## config.mk

```make
export PLATFORM = sky130hd
export DESIGN_NAME = pc_next_unit
export DESIGN_NICKNAME = d
export VERILOG_FILES = /design/src/rtl/pc_next_unit.sv
export SDC_FILE = /design/constraint.sdc
export NUM_CORES = 1
export LEC_CHECK = 0
export BUFFER_PORTS_ARGS = -buffer_cell sky130_fd_sc_hd__buf_2
export CAP_MARGIN = 20
export CORE_UTILIZATION = 40
export CTS_CLUSTER_SIZE = 30
export DETAILED_ROUTE_END_ITERATION = 8
export PLACE_DENSITY_LB_ADDON = 0.12
export SLEW_MARGIN = 20
export SYNTH_ARGS = -nofsm -noshare
export SYNTH_HDL_FRONTEND = slang
export SYNTH_SLANG_ARGS = --single-unit
```

## constraint.sdc

```tcl
create_clock -name clk -period 5.3 [get_ports clk]
set_input_delay 0.53 -clock clk [delete_from_list [all_inputs] [get_ports clk]]
set_output_delay 0.53 -clock clk [all_outputs]
set_load 0.02 [all_outputs]
```

## src/rtl/pc_next_unit.sv

```systemverilog
// pc_next_unit
//   Program-counter register and next-PC selection for the single-cycle
//   datapath. It forms PC+4 and the branch, jump and jump-register targets,
//   selects one of them, and registers the result into pc. A one-entry
//   redirect buffer keeps a redirect that resolves while the fetch is
//   stalled. The buffered target is applied at the first unstalled edge.
//
// Ports
//   clk              rising-edge clock
//   rst              synchronous, active-high reset
//   stall            hold pc; a redirect seen now is buffered, not lost
//   branch, bne      beq / bne in flight
//   zero             ALU zero flag for the current instruction
//   jump, jr         j/jal and jr in flight
//   imm_sl2          sign-extended branch offset, already shifted left by 2
//   jidx             jump index field instr[25:0]
//   jr_target        register operand for jr
//   pc               current PC (registered)
//   pc_plus4         pc + 4 (combinational, used for the jal link)
//   redirect_pending buffered redirect waiting for the stall to drop
//   misalign         one-cycle pulse: a jr target with nonzero low bits was applied
//
// state | meaning
// ------+-------------------------------------------------------------
// RUN   | no buffered redirect; pc advances or redirects when unstalled
// HELD  | redirect captured during a stall; applied when the stall drops

module pc_next_unit #(
  parameter logic [31:0] RESET_PC = 32'h0000_0000
) (
  input  logic        clk,
  input  logic        rst,
  input  logic        stall,
  input  logic        branch,
  input  logic        bne,
  input  logic        zero,
  input  logic        jump,
  input  logic        jr,
  input  logic [31:0] imm_sl2,
  input  logic [25:0] jidx,
  input  logic [31:0] jr_target,
  output logic [31:0] pc,
  output logic [31:0] pc_plus4,
  output logic        redirect_pending,
  output logic        misalign
);

  typedef enum logic {
    RUN  = 1'b0,
    HELD = 1'b1
  } state_t;

  state_t      state;
  state_t      state_n;

  logic [31:0] pc_n;
  logic [31:0] pend_tgt;
  logic [31:0] pend_tgt_n;
  logic        pend_mis;
  logic        pend_mis_n;
  logic        misalign_n;

  logic        taken;
  logic        req;
  logic        jr_mis;
  logic [31:0] br_tgt;
  logic [31:0] j_tgt;
  logic [31:0] jr_tgt;
  logic [31:0] tgt;

  // Target formation. All additions wrap modulo 2^32.
  assign pc_plus4 = pc + 32'd4;
  assign br_tgt   = pc_plus4 + imm_sl2;
  assign j_tgt    = {pc_plus4[31:28], jidx, 2'b00};
  assign jr_tgt   = {jr_target[31:2], 2'b00};

  assign taken  = (branch & zero) | (bne & ~zero);
  assign req    = jr | jump | taken;
  // Only a jr can carry a misaligned target; j and branch targets are
  // always word-aligned by construction.
  assign jr_mis = jr & (jr_target[1:0] != 2'b00);

  // Priority: jr > jump > taken branch.
  always_comb begin
    tgt = br_tgt;
    if (jr) begin
      tgt = jr_tgt;
    end else if (jump) begin
      tgt = j_tgt;
    end
  end

  always_comb begin
    state_n    = state;
    pc_n       = pc;
    pend_tgt_n = pend_tgt;
    pend_mis_n = pend_mis;
    misalign_n = 1'b0;

    unique case (state)
      RUN: begin
        if (!stall) begin
          pc_n       = req ? tgt : pc_plus4;
          misalign_n = jr_mis;
        end else if (req) begin
          state_n    = HELD;
          pend_tgt_n = tgt;
          pend_mis_n = jr_mis;
        end
      end
      HELD: begin
        // Requests seen here belong to an instruction behind the buffered
        // redirect and are dropped. The first captured redirect wins.
        if (!stall) begin
          state_n    = RUN;
          pc_n       = pend_tgt;
          misalign_n = pend_mis;
        end
      end
      default: begin
        state_n = RUN;
      end
    endcase
  end

  always_ff @(posedge clk) begin
    if (rst) begin
      state    <= RUN;
      pc       <= RESET_PC;
      pend_tgt <= 32'h0000_0000;
      pend_mis <= 1'b0;
      misalign <= 1'b0;
    end else begin
      state    <= state_n;
      pc       <= pc_n;
      pend_tgt <= pend_tgt_n;
      pend_mis <= pend_mis_n;
      misalign <= misalign_n;
    end
  end

  assign redirect_pending = (state == HELD);

endmodule

```

==> impl_metrics.yaml <==
sta:
  final_count_of_negative_setup_slack_endpoints: 0
  timing_hold_violations_final: 0
  finalWorstPathRequiredPeriod_ns: 4.29
  relative_slew_slack_pct: 25.5
  fin_tns_setup_ns: 0
  drv_slew: 0
  period_utilisation_layout_pct: 80.9
  fmax_ghz: 0.233
  tightestPinTransition_ns: 1.11
  grt_setup_unrepaired: "no"
  fin_skew_ns: 0.00661
  hold-worst-slack_ns: 0.452
route:
  number_of_optimization_iterations_in_the_first_detailed_route_pass: 9
  drt-wirelength-per-cell_um: 19.8
  antenna_violating_nets_post_route: 0
  totalWireLength_um: 23000
  drc: 20
  avgViaCountPerCell: 5.97
  drt_first_iter_violations: 680
  detailroute.via_count: 6927
worst_setup_path:
  crit_fanout: 8
  timing.critical_path.to_type: "flop"
  crit_type: "flop to flop"
  worst_ep_required_time_ns: 5.52
  worst-r2r-cell-count: 15
  critical_path.slowest_cell: "sky130_fd_sc_hd__dfxtp_1"
  critical_path.max_stage_delay_ns: 0.44
  r2r-start: "pc[2]"
  setup_slack_reg_to_reg_ns: 1.01
  worst_setup_path_start_kind: "flop"
  timing.critical_path.from: "pc[2]"
  r2r-end: "pc[31]"
  worst_ep_arrival_time_ns: 4.50
  cp_cell_sequence: "ha_1 -> nand3_1 -> nor3_4 -> nand3_4 -> nor2_1 -> xor2_1 -> ha_1 -> a21oi_1 -> o21ai_1 -> a211o_1 -> a311o_1 -> a41oi_1 -> mux2i_1 -> mux2i_1 -> a21oi_1"
finish:
  storage_element_area_um2: 1340
  instances_no_fill: 1161
  finalNetCount: 1110
  final.fill_count: 1473
  area_growth_from_synthesis_to_layout_pct: 21.6
  area_taken_by_multi_input_logic_gates_um2: 4450
  diodes: 0
  layout-drive-gt1-share_pct: 22.4
  finish.utilization_pct: 50.4
die:
  design.die.area_um2: 15700
  die_w_um: 125
  die_h_um: 125
  boundaryPins: 164
  placement_rows: 44
  core-area_um2: 14600
  floorplan.initialDensity_pct: 41.4
synthesis:
  async_flop_share_pct: 0
  synth_largest_area_cell: "sky130_fd_sc_hd__dfxtp_1"
  syn_nets: 967
  yosys_top_cell_area_share_pct: 22.1
  biggest_area_contributors_in_the_synthesized_netlist: "sky130_fd_sc_hd__dfxtp_1 22%, sky130_fd_sc_hd__ha_1 8.0%, sky130_fd_sc_hd__a21oi_1 6.8%"
  yosysWarningCount: 0
  synthCells: 829
  avgSynthCellArea_um2: 7.32
  syn_area_um2: 6070
  number_of_flops_mapped_to_enable_cells_by_yosys: 0
  synth_seq_cells: 67
  dominantRegCellSynth: "sky130_fd_sc_hd__dfxtp_1"
  ys_seq_area_share_pct: 22.1
  ys_types: 81
global_route:
  largest_net_degree_at_the_start_of_global_routing: 58
  grt_pass1_vias: 6237
  grt_use_total_pct: 28.9
  grt_antenna_before_repair: 0
  first_pass_grt_wire_length_um: 35100
  grt_remaining_overflow: 0
clocking:
  cts-root-to-sink-buffers: 2
  cts_root_buf: "sky130_fd_sc_hd__clkbuf_16"
  post_cts_setup_buffer_count: 0
  post_cts.resized_instances: 0
  worst_skew_pair.late_latency_ns: 0.34
  cts_tree: "yes"
  cts_made_buffers: 9
  worst_setup_hold_path_clk_slew_ns: 0.06
  cts_sinks: 67
  cts.htree.levels: 3
  cts_hold_buffers: 0
min_path:
  holdCritPathClass: "flop to flop"
  hold_depth: 2
  hold_path_end: "pend_tgt[13]"
  holdCritStartpoint: "pend_tgt[13]"
placement:
  numPlacedInstances: 1145
  dp_hpwl_um: 17300
  gp_congestion: 0.958
  io_buffers: 163
power:
  power.ir.vdd_worst_mv: 0.205
  power.density_nw_per_um2: 264
  power.leakage_uw: 0.00334
status:
  failing_checks: "DRC"
  run_status: "finished, violations left"
flow_run:
  max_cap_viol_count: 0
==> registers in the layout, summed over array words and instances (netlist names) <==
signal,flops
pc,32
misalign,1
redirect_pending,1
pend_tgt,32
pend_mis,1
==> stage by stage <==
step / total power (uW) / cell area, um2 / setup WS (ns)
6_report: 1950 / 7380 / 1.01
5_1_grt: 2040 / 7380 / 0.759
4_1_cts: 1940 / 7380 / 1.04
3_5_place_dp: 1260 / 7040 / 1.05
3_3_place_gp: 1270 / 7040 / 1.16
2_1_floorplan: 1040 / 6070 / 1.11
==> synthesized netlist by cell type (5+ instances only) <==
cell	count
sky130_fd_sc_hd__nand4_1	12
sky130_fd_sc_hd__mux2i_1	8
sky130_fd_sc_hd__a31oi_1	14
sky130_fd_sc_hd__or3_1	5
sky130_fd_sc_hd__o21ai_0	44
sky130_fd_sc_hd__nand3_1	26
sky130_fd_sc_hd__and3_1	7
sky130_fd_sc_hd__and2_1	7
sky130_fd_sc_hd__o22ai_1	6
sky130_fd_sc_hd__o221ai_1	5
sky130_fd_sc_hd__nand2_1	105
sky130_fd_sc_hd__nand3b_1	8
sky130_fd_sc_hd__a211oi_1	18
sky130_fd_sc_hd__and4_1	6
sky130_fd_sc_hd__a2111oi_0	5
sky130_fd_sc_hd__nor2b_1	6
sky130_fd_sc_hd__buf_2	5
sky130_fd_sc_hd__a41oi_1	5
sky130_fd_sc_hd__o211ai_1	12
sky130_fd_sc_hd__ha_1	39
sky130_fd_sc_hd__xor2_1	21
sky130_fd_sc_hd__a21o_1	12
sky130_fd_sc_hd__inv_1	20
sky130_fd_sc_hd__o21bai_1	6
sky130_fd_sc_hd__xnor2_1	24
sky130_fd_sc_hd__a21oi_1	82
sky130_fd_sc_hd__buf_1	5
sky130_fd_sc_hd__nor2_1	90
sky130_fd_sc_hd__nor3_1	15
sky130_fd_sc_hd__a221oi_1	8
sky130_fd_sc_hd__clkbuf_1	34
sky130_fd_sc_hd__nand2b_1	13
sky130_fd_sc_hd__dfxtp_1	67
==> routing by layer <==
layer | track usage, % | part of all wire, % | vias to the layer above
met2 | 46.1 | 45 | 341
met4 | 11.6 | 3.3 | 0
met3 | 5.86 | 8.0 | 36
met1 | 38.2 | 44 | 3180
met5 | 0 | 0 | -
li1 | - | - | 3370
==> critical path, delay by kind of cell (launching register included) <==
family,cells,cell delay (ns)
muxes,2,0.55
xor gates and xnor gates,1,0.28
AOI/OAI and AO/OA,6,1.31
adders and majority gates,2,0.61
and+or+nand+nor,4,0.98
DFF,1,0.44
==> where the power goes <==
part | switching (uW) | leakage [uW] | internal (uW)
registers | 41.7 | 0.000551 | 545
clock network | 244 | 0.000158 | 439
logic | 426 | 0.00263 | 252
total | 712 | 0.00334 | 1240
==> how the worst max path moves through the flow <==
stage	depth (start not counted)	endpoint	slack, ns
floorplan	16	pc[31]	1.11
global placement	15	pc[31]	1.16
detailed placement	15	pc[31]	1.05
CTS	15	pc[31]	1.04
global route	15	pc[31]	0.76
finish	15	pc[31]	1.01
==> area by class of cell <==
class / count / area share, %
inverter: 22 / 1.12
multi-input combinational: 693 / 60.3
tap: 184 / 3.12
clock inverter: 5 / 1.14
sequential: 67 / 18.2
clock buffer: 11 / 3.43
timing repair buffer: 179 / 12.7
==> kinds of logic after synthesis <==
group | after synthesis | share of synthesized area (%)
simple gates | 320 | 25.5
compound gates | 278 | 31.2
buf+inv | 69 | 4.56
fa+ha+maj | 40 | 8.37
mux | 9 | 1.51
xor+xnor | 46 | 6.76
flops | 67 | 22.1
==> cells in the final DEF (no fill, tap or decap), drive strengths merged, types with 13 or more instances in the layout <==
cell	netlist	layout
o21ai	46	46
ha	39	39
nand2b	13	13
a31oi	15	15
buf	13	179
nand2	105	105
dfxtp	67	67
nor2	92	92
xor2	21	21
nor3	18	18
xnor2	25	25
a21oi	84	84
nand3	29	29
o211ai	13	13
inv	20	21
a211oi	18	18
Note: power is estimated with default switching activity, not from simulation.
